[src/rtl/wt_cache_pkg.sv]
// Write-through cache shared constants: address widths and line geometry.
package wt_cache_pkg;

  localparam int unsigned PLEN                = 64;
  localparam int unsigned DCACHE_LINE_WIDTH   = 128;
  localparam int unsigned DCACHE_OFFSET_WIDTH = $clog2(DCACHE_LINE_WIDTH / 8);

endpackage

[src/rtl/wt_inval_queue.sv]
// Coherence invalidation queue: buffers snooped line addresses in a small FIFO,
// merging requests for lines already pending, and feeds them to the cache.
module wt_inval_queue
  import wt_cache_pkg::*;
#(
  parameter int unsigned Depth    = 4,
  parameter int unsigned AddrW    = PLEN,
  parameter int unsigned LineOffW = DCACHE_OFFSET_WIDTH
) (
  input  logic             clk_i,
  input  logic             rst_ni,
  input  logic             snoop_valid_i,
  input  logic [AddrW-1:0] snoop_addr_i,
  output logic             snoop_ready_o,
  output logic             inval_valid_o,
  output logic [AddrW-1:0] inval_addr_o,
  input  logic             inval_ready_i,
  output logic             coalesced_o,
  output logic             empty_o
);

  localparam int unsigned PtrW  = (Depth > 1) ? $clog2(Depth) : 1;
  localparam int unsigned CntW  = $clog2(Depth) + 1;
  localparam int unsigned LineW = AddrW - LineOffW;

  logic [LineW-1:0] line_q [Depth];
  logic [Depth-1:0] vld_q;
  logic [PtrW-1:0]  rd_ptr_q;
  logic [PtrW-1:0]  wr_ptr_q;
  logic [CntW-1:0]  count_q;
  logic             coalesced_q;

  logic [LineW-1:0] snoop_line;
  logic             accept;
  logic             pop;
  logic             push;
  logic             hit;
  logic             unused_low;

  assign snoop_line = snoop_addr_i[AddrW-1:LineOffW];
  assign unused_low = ^snoop_addr_i[LineOffW-1:0];

  assign empty_o       = (count_q == '0);
  assign snoop_ready_o = (count_q != CntW'(Depth));
  assign inval_valid_o = !empty_o;
  assign inval_addr_o  = {line_q[rd_ptr_q], {LineOffW{1'b0}}};
  assign coalesced_o   = coalesced_q;

  assign accept = snoop_valid_i && snoop_ready_o;
  assign pop    = inval_valid_o && inval_ready_i;
  assign push   = accept && !hit;

  // A head entry leaving this cycle must not absorb a new request, otherwise
  // that invalidation would be lost once the head is gone.
  always_comb begin
    hit = 1'b0;
    for (int unsigned i = 0; i < Depth; i++) begin
      if (vld_q[i] && (line_q[i] == snoop_line) &&
          !(pop && (PtrW'(i) == rd_ptr_q))) begin
        hit = 1'b1;
      end
    end
  end

  always_ff @(posedge clk_i) begin
    if (push) begin
      line_q[wr_ptr_q] <= snoop_line;
    end
  end

  always_ff @(posedge clk_i or negedge rst_ni) begin
    if (!rst_ni) begin
      vld_q       <= '0;
      rd_ptr_q    <= '0;
      wr_ptr_q    <= '0;
      count_q     <= '0;
      coalesced_q <= 1'b0;
    end else begin
      coalesced_q <= accept && hit;
      if (pop) begin
        vld_q[rd_ptr_q] <= 1'b0;
        rd_ptr_q        <= rd_ptr_q + PtrW'(1);
      end
      if (push) begin
        vld_q[wr_ptr_q] <= 1'b1;
        wr_ptr_q        <= wr_ptr_q + PtrW'(1);
      end
      case ({push, pop})
        2'b10:   count_q <= count_q + CntW'(1);
        2'b01:   count_q <= count_q - CntW'(1);
        default: count_q <= count_q;
      endcase
    end
  end

endmodule

[config.mk]
export PLATFORM = sky130hd
export DESIGN_NAME = wt_inval_queue
export DESIGN_NICKNAME = d
export VERILOG_FILES = /design/src/rtl/wt_cache_pkg.sv /design/src/rtl/wt_inval_queue.sv
export SDC_FILE = /design/constraint.sdc
export NUM_CORES = 1
export LEC_CHECK = 0
export ABC_AREA = 1
export BUFFER_PORTS_ARGS = -buffer_cell sky130_fd_sc_hd__buf_2
export CAP_MARGIN = 40
export CORE_ASPECT_RATIO = 0.5
export CORE_UTILIZATION = 60
export DETAILED_ROUTE_END_ITERATION = 12
export PLACE_DENSITY = 0.81
export SLEW_MARGIN = 20
export SYNTH_ARGS = -nofsm -noshare
export SYNTH_HDL_FRONTEND = slang
export SYNTH_SLANG_ARGS = --single-unit
[constraint.sdc]
create_clock -name clk_i -period 11.29 [get_ports clk_i]
set_input_delay 0.5645 -clock clk_i [delete_from_list [all_inputs] [get_ports clk_i]]
set_output_delay 0.5645 -clock clk_i [all_outputs]
set_load 0.01 [all_outputs]
# == Yosys cells after proc, flatten, opt, wreduce, memory -nomap -nowiden ==
# Memories as Yosys holds them, arrays and structs flattened.
# Index checks and enable logic that the tools add are counted.
# word_totals
ff_bits,12
ramBits,240
in_bits,68
out_inout_bits,68
elab_cells,67
mem_count,1
# memory_table
name,words,width,rd,rd_clocked_by_memory_dff,wr,line_no,rtl
line_q,4,60,5,0,1,wt_inval_queue.sv:26,logic [LineW-1:0] line_q [Depth];
# classes
n_addsub,4
n_lt_le_gt_ge,4
eq_ne,10
muxes,13
n_bitwise,3
n_reduce_logical,27
# op_table
operator,count
60-bit == test,4
1-bit logical AND,18
1-bit 2-to-1 mux,8
4-bit 2-to-1 mux,2
1-bit zero test,6
"2-bit by 3-bit < comparator with 1-bit output, second input constant",2
3-bit one-hot mux with 2 select lines,1
"2-bit by 1-bit adder with 2-bit output, second input constant",2
4-bit AND,1
1-bit demux with 2-bit select,2
"2-bit == test, first input constant",2
"2-bit by 1-bit >= comparator with 1-bit output, second input constant",2
4-bit inverter,1
4-bit OR,1
"3-bit by 1-bit adder with 3-bit output, second input constant",1
3-bit zero test,1
"3-bit != test, second input constant",1
"3-bit by 1-bit subtractor with 3-bit output, second input constant",1
"1-bit by 2-bit == test with 1-bit output, first input constant",1
"2-bit by 1-bit == test with 1-bit output, second input constant",1
"2-bit == test, second input constant",1
2-bit zero test,1
2-bit nonzero test,1

# == Longest topological paths before layout ==
# Gate-level depths: netlist of the first run.
# depth
word_depth,14
mapped_depth,20
mapped_depth_nobuf,18

# == Least setup slack after synthesis of the first run ==
# Ideal clock, no wire load.
# synth_timing
path_kind,register -> register
startpoint,register rd_ptr_q[0]
endpoint,memory line_q[0][0] (netlist bit) (enable)
setup_ns,0.414
arrival_time_ns,3.147
required_ns,10.876
setup_slack_ns,7.729
path_stages_with_launch,16
n_path_buf,3
synth_period_minus_slack_ns,3.561
path_cell_list,dfrtp_1 -> buf_2 -> clkinv_1 -> buf_2 -> clkbuf_1 -> ha_1 -> nor2_1 -> nand3_1 -> nand2_1 -> nand3_1 -> nor2_1 -> nand3_2 -> nand2_4 -> nor2_8 -> nand3_2 -> inv_1
# synth_between
elab_chain_len,12
elab_cells_between_ends,24
cone_classes,eq/ne (3); mux (6); reduce/logical (15)
# synth_lines
item,line_no,rtl
start: declaration,wt_inval_queue.sv:28,logic [PtrW-1:0] rd_ptr_q;
start signal: assignment,wt_inval_queue.sv:82,rd_ptr_q <= rd_ptr_q + PtrW'(1);
2-bit zero test,wt_inval_queue.sv:59,!(pop && (PtrW'(i) == rd_ptr_q))) begin
1-bit logical AND,wt_inval_queue.sv:59,
1-bit zero test,wt_inval_queue.sv:59,
1-bit logical AND,wt_inval_queue.sv:58,if (vld_q[i] && (line_q[i] == snoop_line) &&
1-bit 2-to-1 mux (3 in series),wt_inval_queue.sv:58,
1-bit 2-to-1 mux (*),wt_inval_queue.sv:58,
1-bit zero test (*),wt_inval_queue.sv:51,assign push = accept && !hit;
1-bit logical AND (*),wt_inval_queue.sv:51,
1-bit 2-to-1 mux (*),wt_inval_queue.sv:66,if (push) begin
1-bit 2-to-1 mux (not written as such) (*),wt_inval_queue.sv:67,line_q[wr_ptr_q] <= snoop_line;
end: declaration,wt_inval_queue.sv:26,
# Every way passes the cells marked *; elsewhere a longest branch is shown, timed or not.

# == Worst setup path after layout of the first run ==
# layout_timing
startpoint,register rd_ptr_q[0]
endpoint,memory line_q[2][38] (netlist bit) (enable)
# The elaborated chain is that of the path after synthesis.

==> results.py, run 1 <==
metrics = {
    "floorplan": {
        "fp.dieW_um": 222,
        "rows": 39,
        "fp.dieArea_um2": 24900,
        "start_util_pct": 62.4,
        "core_um2": 23300,
        "pin_count": 136,
        "die_y_um": 112,
    },
    "setup_path": {
        "worstPathRequired_ps": 11480,
        "rr_startpoint": "rd_ptr_q[0]$_DFFE_PN0P_",
        "worst-r2r-cell-count": 15,
        "critPathArrivalTime_ps": 5000,
        "r2r_slack_ps": 6470,
        "criticalPathCategory": "reg -> reg",
        "r2r-end": "line_q[2][38]$_DFFE_PP_",
        "path_max_fanout": 79,
        "critPathLaunchType": "flop",
        "endpoint_kind": "flop",
    },
    "synthesis": {
        "yosys.cell_count.top_type": "nand2_1",
        "synthTopCellsByCount": "402 x nand2_1, 240 x edfxtp_1, 231 x nor2_1",
        "synth_top_area_share_pct": 49.7,
        "synth_edf_count": 240,
        "synth-seq-cells": 252,
        "synth_area_um2": 14500,
        "ys_seq_area_share_pct": 51.7,
        "synth_top_cell_by_area": "edfxtp_1",
        "avgSynthCellArea_um2": 8.82,
        "ys.flop_type": "edfxtp_1",
        "syn_inst": 1645,
        "netlist_top_cells_area": "edfxtp_1 50%, nand2_1 10%, xnor2_1 8.8%",
        "ys_types": 37,
        "ys_async_sr_fraction_pct": 4.76,
        "yosysWarnings": 0,
    },
    "drt": {
        "wl_um": 48700,
        "drt_iter0_drc": 1793,
        "ant_nets": 0,
        "wl_per_cell_um": 23.7,
        "vias_per_cell": 6.03,
        "drc_errors": 0,
        "vias": 12400,
        "first_pass_iters": 5,
    },
    "global_route": {
        "track_usage_pct": 39.1,
        "grt_max_degree": 80,
        "grt_first_pass_wirelength_um": 70100,
        "antenna_found_initial": 3,
        "first_global_vias": 11300,
        "overflow": 0,
    },
    "pwr": {
        "power.density_nw_per_um2": 231,
        "internal_power_w": 0.00214,
        "leakagePower_nw": 6.37,
        "power_frac_comb_pct": 41.1,
        "p_sw_share_pct": 42.0,
        "ir_worst_vdd_uv": 175,
        "clock_power_share_pct": 22.3,
        "power_switching_w": 0.00155,
        "pwr-share-seq_pct": 36.5,
    },
    "sta": {
        "max_freq_mhz": 208,
        "relSlewSlack_pct": 34.6,
        "finalMaxSlewViolations": 0,
        "fin_crit_ps": 4820,
        "hold_viol_final": 0,
        "fin_crit_sh_pct": 42.7,
        "fin_skew_ps": 19.8,
        "rsz0062_at_grt": "no",
        "setup_viol": 0,
        "setup_tns_ps": 0,
        "tightest_slew_ps": 975,
    },
    "finish": {
        "nets": 1807,
        "syn_to_final_growth_pct": 10.2,
        "final_cells": 2056,
        "drive_gt1_share_pct": 13.8,
        "fillerInstances": 1816,
        "post-route-util_pct": 68.7,
    },
    "placed_design": {
        "gp_congestion": 1.06,
        "hpwl_um": 36100,
        "placedCellCount": 2008,
        "port_buffers": 127,
    },
    "clock_tree": {
        "hold_buffers": 1,
        "cts_root_buf": "clkbuf_16",
        "ctsResizeCount": 0,
        "cts_sinks": 252,
        "cts-buffers-inserted": 24,
        "cts_htree_levels": 1,
        "cts_setup_buffers": 0,
        "clk_pin_slew_worst_paths_ps": 60,
        "clockBufferDepth": 3,
        "cts_tree": "done",
        "insertion_delay_ps": 560,
    },
    "worst_hold_path": {
        "min_from": "snoop_valid_i",
        "whs_endpoint": "coalesced_o$_DFF_PN0_",
        "hold_path_class": "in -> reg",
        "hold_depth": 3,
    },
    "outcome": {
        "status": "complete, no violations",
    },
    "flow_run": {
        "drv_cap": 0,
    },
}
-- state kept, by name (all words and copies together) (netlist names) --
signal	flops
line_q	240
rd_ptr_q	2
wr_ptr_q	2
vld_q	4
coalesced_o	1
count_q	3
-- routing by layer --
metal	GRT usage (%)	part of all wire, %	vias up	wire length (µm)
li1	-	-	5570	-
met1	55.0	42	5904	20200
met2	56.1	41	823	20100
met3	16.2	15	91	7090
met5	3.23	0.23	-	113
met4	8.38	2.4	2	1160
-- how the worst max path moves through the flow --
stage	startpoint	endpoint	slack, ps
floorplan	rd_ptr_q[0]$_DFFE_PN0P_	line_q[0][0]$_DFFE_PP_	7730
global placement	rd_ptr_q[0]$_DFFE_PN0P_	line_q[2][44]$_DFFE_PP_	6400
detailed placement	rd_ptr_q[0]$_DFFE_PN0P_	line_q[2][34]$_DFFE_PP_	6360
CTS	rd_ptr_q[0]$_DFFE_PN0P_	line_q[2][30]$_DFFE_PP_	6370
global route	rd_ptr_q[0]$_DFFE_PN0P_	line_q[0][45]$_DFFE_PP_	6310
finish	rd_ptr_q[0]$_DFFE_PN0P_	line_q[2][38]$_DFFE_PP_	6470
-- final cells by class --
class                      instances  area (µm²)  share of cell area (%)
tap                              307         384                    2.40
timing repair buffer             137         726                    4.54
inverter                         157         592                    3.70
clock inverter                    11         118                   0.735
multi-input combinational       1157        6010                    37.6
clock buffer                      31         647                    4.04
antenna                            4        10.0                  0.0626
sequential                       252        7510                    46.9
-- power groups by stage --
stage / Clock [W] / Sequential, W / Combinational (W)
after global placement: 0 / 0.00138 / 0.00142
after detailed placement: 0 / 0.00139 / 0.00145
after global routing: 0.000854 / 0.00137 / 0.00162
after CTS: 0.000822 / 0.00137 / 0.00145
after floorplan: 0 / 0.00134 / 0.000905
final: 0.000826 / 0.00135 / 0.00152
-- per-stage QoR --
step / hold WS, ps / instance area (µm²) / power (W) / worst slack [ps]
5_1_grt: 301 / 16000 / 0.00384 / 6310
2_1_floorplan: 269 / 14500 / 0.00225 / 7730
3_5_place_dp: 462 / 15200 / 0.00284 / 6360
3_3_place_gp: 447 / 15200 / 0.00280 / 6400
4_1_cts: 289 / 16000 / 0.00365 / 6370
6_report: 292 / 16000 / 0.00370 / 6470
-- critical path, stage by stage, from the launching register on --
cell and delay, ps:
dfrtp_2 450, buf_12 190, inv_4 490, buf_4 760
ha_1 270, nor2_1 50, nand3_1 70, nand2_1 160
nand3_1 130, nor2_1 50, nand3_2 90, nand2_4 70
nor2_8 180, nand3_2 110, inv_2 590, buf_4 620
-- cells in the final DEF, fill, tap and decap left out, drive strengths merged --
cell type	synthesis	layout
a21oi	64	64
and3	1	1
buf	48	136
bufinv	0	2
clkbuf	34	31
clkinv	1	8
clkinvlp	0	1
conb	1	4
dfrtp	12	12
diode	0	4
dlygate4sd3	0	1
edfxtp	240	240
fa	1	1
ha	9	9
inv	156	157
nand2	407	407
nand3	48	48
nand3b	2	2
nand4	41	41
nor2	241	241
nor3	5	5
nor3b	6	6
o21ai	114	114
o22ai	42	42
or2	7	7
xnor2	155	155
xor2	10	10
-- cells by family after synthesis --
| kind of cell | after synthesis | share of synthesized area, % |
|---|---|---|
| compound gates | 220 | 7.95 |
| flops | 252 | 51.7 |
| xor+xnor | 165 | 10.5 |
| simple gates | 758 | 22.0 |
| fa+ha+maj | 10 | 0.914 |
| other cells | 1 | 0.0258 |
| buf+inv | 239 | 6.91 |
(Power assumes the default switching activity.)
==> run 2: changes to the inputs <==
Settings changed: ABC_AREA 1 to 0, CORE_UTILIZATION 60 to 59, PLACE_DENSITY 0.81 to 0.8.
Clock period 11.29 ns to 4.8 ns, I/O delays scaled along.
==> run 2 against run 1 <==
Against the previous run: utilization grew 0.91 points; clock skew down 1.2 ps; sequential share of layout area rose by 7.9 points; synthesized area shrank 17%; critical endpoint is now count_q[2]$_DFFE_PN0P_; count of clock-buffer cells in the layout down 3; critical path depth down 1; largest cell class unchanged.
==> results.py, run 2 <==
metrics = {
    "outcome": {
        "status": "complete, no violations",
    },
    "setup_path": {
        "critPathArrivalTime_ps": 4030,
        "cp_cell_sequence": "xnor2_1 -> nand4_1 -> nor4_1 -> nand4_1 -> nor4_2 -> nor4_2 -> clkbuf_4 -> inv_1 -> ha_1 -> inv_1 -> fa_1 -> xor2_1 -> nor2_1 -> xor2_1",
        "critPathLaunchType": "flop",
        "crit_buf_inv": 3,
        "criticalPathCategory": "reg -> reg",
        "path_delay_family": "simple AND/OR/NAND/NOR gates",
        "path_max_fanout": 10,
        "worstPathRequired_ps": 5240,
        "rr_startpoint": "line_q[2][21]$_DFFE_PP_",
        "cp_slowest_stage_delay_ps": 510,
        "cp_slowest_cell": "nor4_2",
        "endpoint_kind": "flop",
        "timing.critical_path.from": "line_q[2][21]$_DFFE_PP_",
    },
    "clock_tree": {
        "clockBufferDepth": 3,
        "clk_pin_slew_worst_paths_ps": 70,
        "cts_tree": "done",
        "insertion_delay_ps": 520,
        "ctsResizeCount": 0,
        "cts_htree_levels": 1,
        "cts_root_buf": "clkbuf_16",
        "cts_sinks": 252,
        "cts_setup_buffers": 0,
        "cts-buffers-inserted": 23,
    },
    "floorplan": {
        "fp.dieW_um": 204,
        "core_um2": 19700,
        "die_y_um": 103,
        "rows": 36,
        "start_util_pct": 60.9,
        "pin_count": 136,
        "fp.dieArea_um2": 20900,
    },
    "placed_design": {
        "hpwl_um": 21200,
        "port_buffers": 127,
        "gp_congestion": 0.871,
        "placedCellCount": 1093,
    },
    "sta": {
        "fin_skew_ps": 18.6,
        "setup_viol": 0,
        "relSlewSlack_pct": 35.9,
        "fin_crit_sh_pct": 74.8,
        "setup_tns_ps": 0,
        "hold_viol_final": 0,
        "fin_crit_ps": 3590,
        "max_freq_mhz": 279,
        "whs_ps": 33.7,
        "rsz0062_at_grt": "no",
        "tightest_slew_ps": 953,
        "finalMaxSlewViolations": 0,
    },
    "synthesis": {
        "ys_async_sr_fraction_pct": 4.76,
        "syn_inst": 706,
        "netlist_top_cells_area": "edfxtp_1 60%, xor2_1 13%, mux4_2 11%",
        "yosysWarnings": 0,
        "synthTopCellsByCount": "240 x edfxtp_1, 178 x xor2_1, 67 x xnor2_1",
        "synth-seq-cells": 252,
        "synth_top_cell_by_area": "edfxtp_1",
        "synth_top_area_share_pct": 60.1,
        "yosys.cell_count.top_type": "edfxtp_1",
        "ys_types": 28,
        "synth_area_um2": 12000,
        "ys.flop_type": "edfxtp_1",
        "synth_edf_count": 240,
        "avgSynthCellArea_um2": 17.0,
        "ys_seq_area_share_pct": 62.7,
    },
    "drt": {
        "ant_nets": 0,
        "drt_iter0_drc": 714,
        "first_pass_iters": 5,
        "vias_per_cell": 6.19,
        "wl_per_cell_um": 26.3,
        "wl_um": 29900,
        "vias": 7033,
        "drc_errors": 0,
    },
    "finish": {
        "fillerInstances": 1321,
        "syn_to_final_growth_pct": 14.4,
        "largest_reg_flops": 240,
        "nets": 932,
        "final_common_cell": "edfxtp_1",
        "reg_top3": "line_q x240, vld_q x4, count_q x3",
        "largest-register": "line_q",
        "post-route-util_pct": 69.6,
        "final_cell_mix": "240 x edfxtp_1, 178 x xor2_1, 128 x buf_2",
        "drive_gt1_share_pct": 27.7,
        "final_cells": 1136,
    },
    "global_route": {
        "grt_first_pass_wirelength_um": 43100,
        "antenna_found_initial": 2,
        "grt_max_degree": 52,
        "track_usage_pct": 29.0,
        "first_global_vias": 6876,
        "overflow": 0,
    },
    "pwr": {
        "ir_worst_vdd_uv": 362,
        "power.density_nw_per_um2": 548,
        "power_w": 0.00751,
        "leakagePower_nw": 4.77,
    },
    "worst_hold_path": {
        "min_from": "snoop_addr_i[15]",
        "hold_path_class": "in -> reg",
    },
    "flow_run": {
        "drv_cap": 0,
    },
}
[run 2: cell count changes after synthesis, sizes merged, moves of 60 or more]
cell   delta
xnor2    -88
inv     -147
xor2    +168
mux4     +60
nor2    -239
a21oi    -64
o21ai   -113
nand2   -400
[run 2: metal layers]
layer	GRT usage (%)	part of all wire, %	vias up
li1	-	-	3017
met2	41.9	44	352
met4	6.71	2.1	2
met3	9.96	12	45
met1	42.6	42	3617
met5	0	0.044	-
[run 2: area by class of cell]
type | instances | area [µm²] | area share (%)
antenna | 1 | 2.50 | 0.0183
clock buffer | 28 | 594 | 4.34
inverter | 9 | 33.8 | 0.246
tap | 266 | 333 | 2.43
sequential | 252 | 7510 | 54.8
timing repair buffer | 140 | 796 | 5.81
clock inverter | 12 | 87.6 | 0.639
multi-input combinational | 428 | 4350 | 31.7
[run 2: kinds of logic (layout without fill, tap and decap cells)]
family                     Yosys count  count (layout)  synth area share (%)
DFF                                252             252                  62.7
xor gates and xnor gates           245             245                  17.9
and+or+nand+nor                    100             100                  5.18
muxes                               62              62                  11.5
buffers and inverters               29             189                  1.19
adders and majority gates           10              10                  1.11
AOI/OAI and AO/OA                    7               7                 0.480
other                                1               5                0.0313
[run 2: report_power, final]
group / switching [W] / internal (W)
Sequential: 0.000293 / 0.00293
Clock: 0.000799 / 0.000937
Combinational: 0.00143 / 0.00112
[run 2: repair_timing]
item                                    4_1_cts  5_1_grt
endpoints found under the hold margin        12        0
hold buffers                                  1        0
endpoints found under the setup margin        0        0
[run 2: through the flow]
| step | area (µm²) | setup slack, ps |
|---|---|---|
| floorplan | 12000 | 1030 |
| global placement | 13000 | 1220 |
| detailed placement | 13000 | 1150 |
| CTS | 13700 | 1110 |
| global route | 13700 | 1060 |
| finish | 13700 | 1210 |
[run 2: worst paths after layout]
check | end | slack, ps | cells past startpoint
worst min register to register | vld_q[0]$_DFF_PN0_ | 520 | 1
max in group asynchronous | rd_ptr_q[0]$_DFFE_PN0P_ | 4430 | 2
min in group asynchronous | vld_q[3]$_DFF_PN0_ | 130 | 2
worst min-delay path | line_q[3][11]$_DFFE_PP_ | 30 | 1
worst max register to register | count_q[2]$_DFFE_PN0P_ | 1210 | 14
worst max-delay path | count_q[2]$_DFFE_PN0P_ | 1210 | 14
[run 2: worst register-to-register path, cell delays in order (launching register included)]
cell,delay (ps)
edfxtp_1,420
xnor2_1,420
nand4_1,180
nor4_1,310
nand4_1,320
nor4_2,510
nor4_2,80
clkbuf_4,200
inv_1,70
ha_1,170
inv_1,60
fa_1,370
xor2_1,150
nor2_1,110
xor2_1,160
==> run 3: changes to the inputs <==
Clock period 4.8 ns to 3.66 ns, I/O delays scaled along.
==> run 3 against run 2 <==
Against the previous run: die area is the same; largest cell class unchanged; critical path type unchanged; critical path depth stayed put; clock power is 43% higher; wire length increased by 2.2%; total power increased by 35%; final area is 4.8% higher; sequential cell count did not move.
==> results.py, run 3 (same netlist as run 2, synthesis figures left out) <==
metrics = {
    "global_route": {
        "grt_first_pass_wirelength_um": 44400,
        "overflow": 0,
        "grt_max_degree": 54,
        "first_global_vias": 7130,
        "antenna_found_initial": 0,
        "track_usage_pct": 29.8,
    },
    "sta": {
        "relSlewSlack_pct": 44.2,
        "fin_skew_ps": 13.4,
        "max_freq_mhz": 302,
        "tightest_slew_ps": 837,
        "finalMaxSlewViolations": 0,
        "setup_viol": 0,
        "hold_viol_final": 0,
        "fin_crit_ps": 3310,
        "whs_ps": 4.38,
        "setup_tns_ps": 0,
        "fin_crit_sh_pct": 90.6,
        "rsz0062_at_grt": "no",
        "finalWorstSetupSlack_ps": 345,
    },
    "floorplan": {
        "pin_count": 136,
        "die_y_um": 103,
        "fp.dieArea_um2": 20900,
        "core_um2": 19700,
        "rows": 36,
        "fp.dieW_um": 204,
        "start_util_pct": 60.9,
    },
    "clock_tree": {
        "clk_pin_slew_worst_paths_ps": 60,
        "clockBufferDepth": 3,
        "insertion_delay_ps": 520,
        "cts_htree_levels": 1,
        "cts-buffers-inserted": 23,
        "cts_sinks": 252,
        "cts_tree": "done",
        "ctsResizeCount": 0,
        "cts_root_buf": "clkbuf_16",
    },
    "placed_design": {
        "gp_congestion": 0.897,
        "port_buffers": 127,
        "placedCellCount": 1097,
        "dpl-instance-area_um2": 13000,
        "pre_cts_ws_ps": 474,
        "hpwl_um": 21200,
    },
    "setup_path": {
        "path_max_fanout": 11,
        "critPathLaunchType": "flop",
        "r2r-end": "count_q[2]$_DFFE_PN0P_",
        "criticalPathCategory": "reg -> reg",
        "endpoint_kind": "flop",
        "worst-r2r-cell-count": 14,
        "rr_startpoint": "line_q[2][57]$_DFFE_PP_",
        "r2r_slack_ps": 350,
        "worstPathRequired_ps": 4100,
        "critPathArrivalTime_ps": 3750,
    },
    "finish": {
        "final_cells": 1196,
        "final_cell_mix": "240 x edfxtp_1, 178 x xor2_1, 127 x buf_2",
        "drive_gt1_share_pct": 26.3,
        "fillerInstances": 1211,
        "syn_to_final_growth_pct": 19.9,
        "fin_area_um2": 14400,
        "nets": 991,
        "regArea_um2": 7510,
        "largest_reg_flops": 240,
        "final_common_cell": "edfxtp_1",
        "num_antenna_cells": 0,
        "largest-register": "line_q",
        "multi_input_area_um2": 4350,
        "reg_top3": "line_q x240, vld_q x4, count_q x3",
    },
    "worst_hold_path": {
        "min_from": "snoop_addr_i[15]",
        "hold_path_class": "in -> reg",
        "hold_depth": 1,
        "whs_endpoint": "line_q[0][11]$_DFFE_PP_",
    },
    "flow_run": {
        "drv_cap": 0,
    },
    "outcome": {
        "status": "complete, no violations",
    },
    "drt": {
        "wl_per_cell_um": 25.5,
        "drc_errors": 0,
        "vias": 7277,
        "vias_per_cell": 6.08,
        "ant_nets": 0,
        "drt_iter0_drc": 693,
        "wl_um": 30500,
        "first_pass_iters": 5,
    },
    "pwr": {
        "power.density_nw_per_um2": 706,
        "leakagePower_nw": 5.06,
        "ir_worst_vdd_uv": 403,
    },
}
==> run 3: cell count changes in the layout (fill, tap and decap cells not counted), moves of 2 or more <==
cell and delta:
buf_12 -2, buf_4 +6, bufinv_16 +3, clkbuf_1 -3, clkinv_1 +4, clkinv_2 -2
dlygate4sd3_1 +56
==> run 3: cell type report <==
| type | instances | area share, % |
|---|---|---|
| Tap cell | 266 | 2.32 |
| Sequential cell | 252 | 52.3 |
| Multi-Input combinational cell | 428 | 30.3 |
| Inverter | 9 | 0.235 |
| Clock inverter | 17 | 1.26 |
| Timing Repair Buffer | 199 | 9.58 |
| Clock buffer | 25 | 4.06 |
==> run 3: worst max-delay path, cell delays in order, from the launching register on <==
cell      delay [ps]
edfxtp_1         420
xnor2_1          220
nand4_1          190
nor4_1           350
nand4_1          330
nor4_2           420
nor4_2            60
buf_4            180
inv_1             60
ha_1             170
inv_1             70
fa_1             370
xor2_1           150
nor2_1           100
xor2_1           150
==> run 3: worst max-delay path by stage <==
stage,startpoint,end,slack [ps],cells after the start
final,line_q[2][57]$_DFFE_PP_,count_q[2]$_DFFE_PN0P_,350,14
after global routing,snoop_addr_i[52],line_q[2][36]$_DFFE_PP_,200,11
after CTS,line_q[2][57]$_DFFE_PP_,count_q[2]$_DFFE_PN0P_,410,14
after detailed placement,line_q[2][41]$_DFFE_PP_,count_q[2]$_DFFE_PN0P_,470,14
after global placement,snoop_addr_i[52],line_q[2][13]$_DFFE_PP_,470,10
after floorplan,rd_ptr_q[0]$_DFFE_PN0P_,line_q[0][0]$_DFFE_PP_,540,11
==> run 3: report_power, final <==
part | leakage [nW] | switching [W] | total, W | internal [W]
sequential | 2.34 | 0.000383 | 0.00423 | 0.00385
combinational | 2.35 | 0.00189 | 0.00343 | 0.00153
clock | 0.371 | 0.00105 | 0.00248 | 0.00143
==> run 3: through the flow <==
| stage | util [%] | total power, W |
|---|---|---|
| floorplan | - | 0.00627 |
| global placement | 66.1 | 0.00756 |
| detailed placement | 66.2 | 0.00765 |
| CTS | 73.0 | 0.0102 |
| global route | 73.0 | 0.0105 |
| finish | 73.0 | 0.0101 |
==> run 3: per-layer routing <==
layer,share of wire (%),GRT usage (%),vias up
met5,0,0,-
li1,-,-,3138
met2,45,45.1,372
met4,1.8,6.02,0
met3,12,9.10,47
met1,42,43.3,3720
==> run 3: repair_timing <==
item	CTS	global route
setup endpoints to repair	0	0
endpoints found under the hold margin	230	0
setup buffers	0	0
hold buffers	57	0
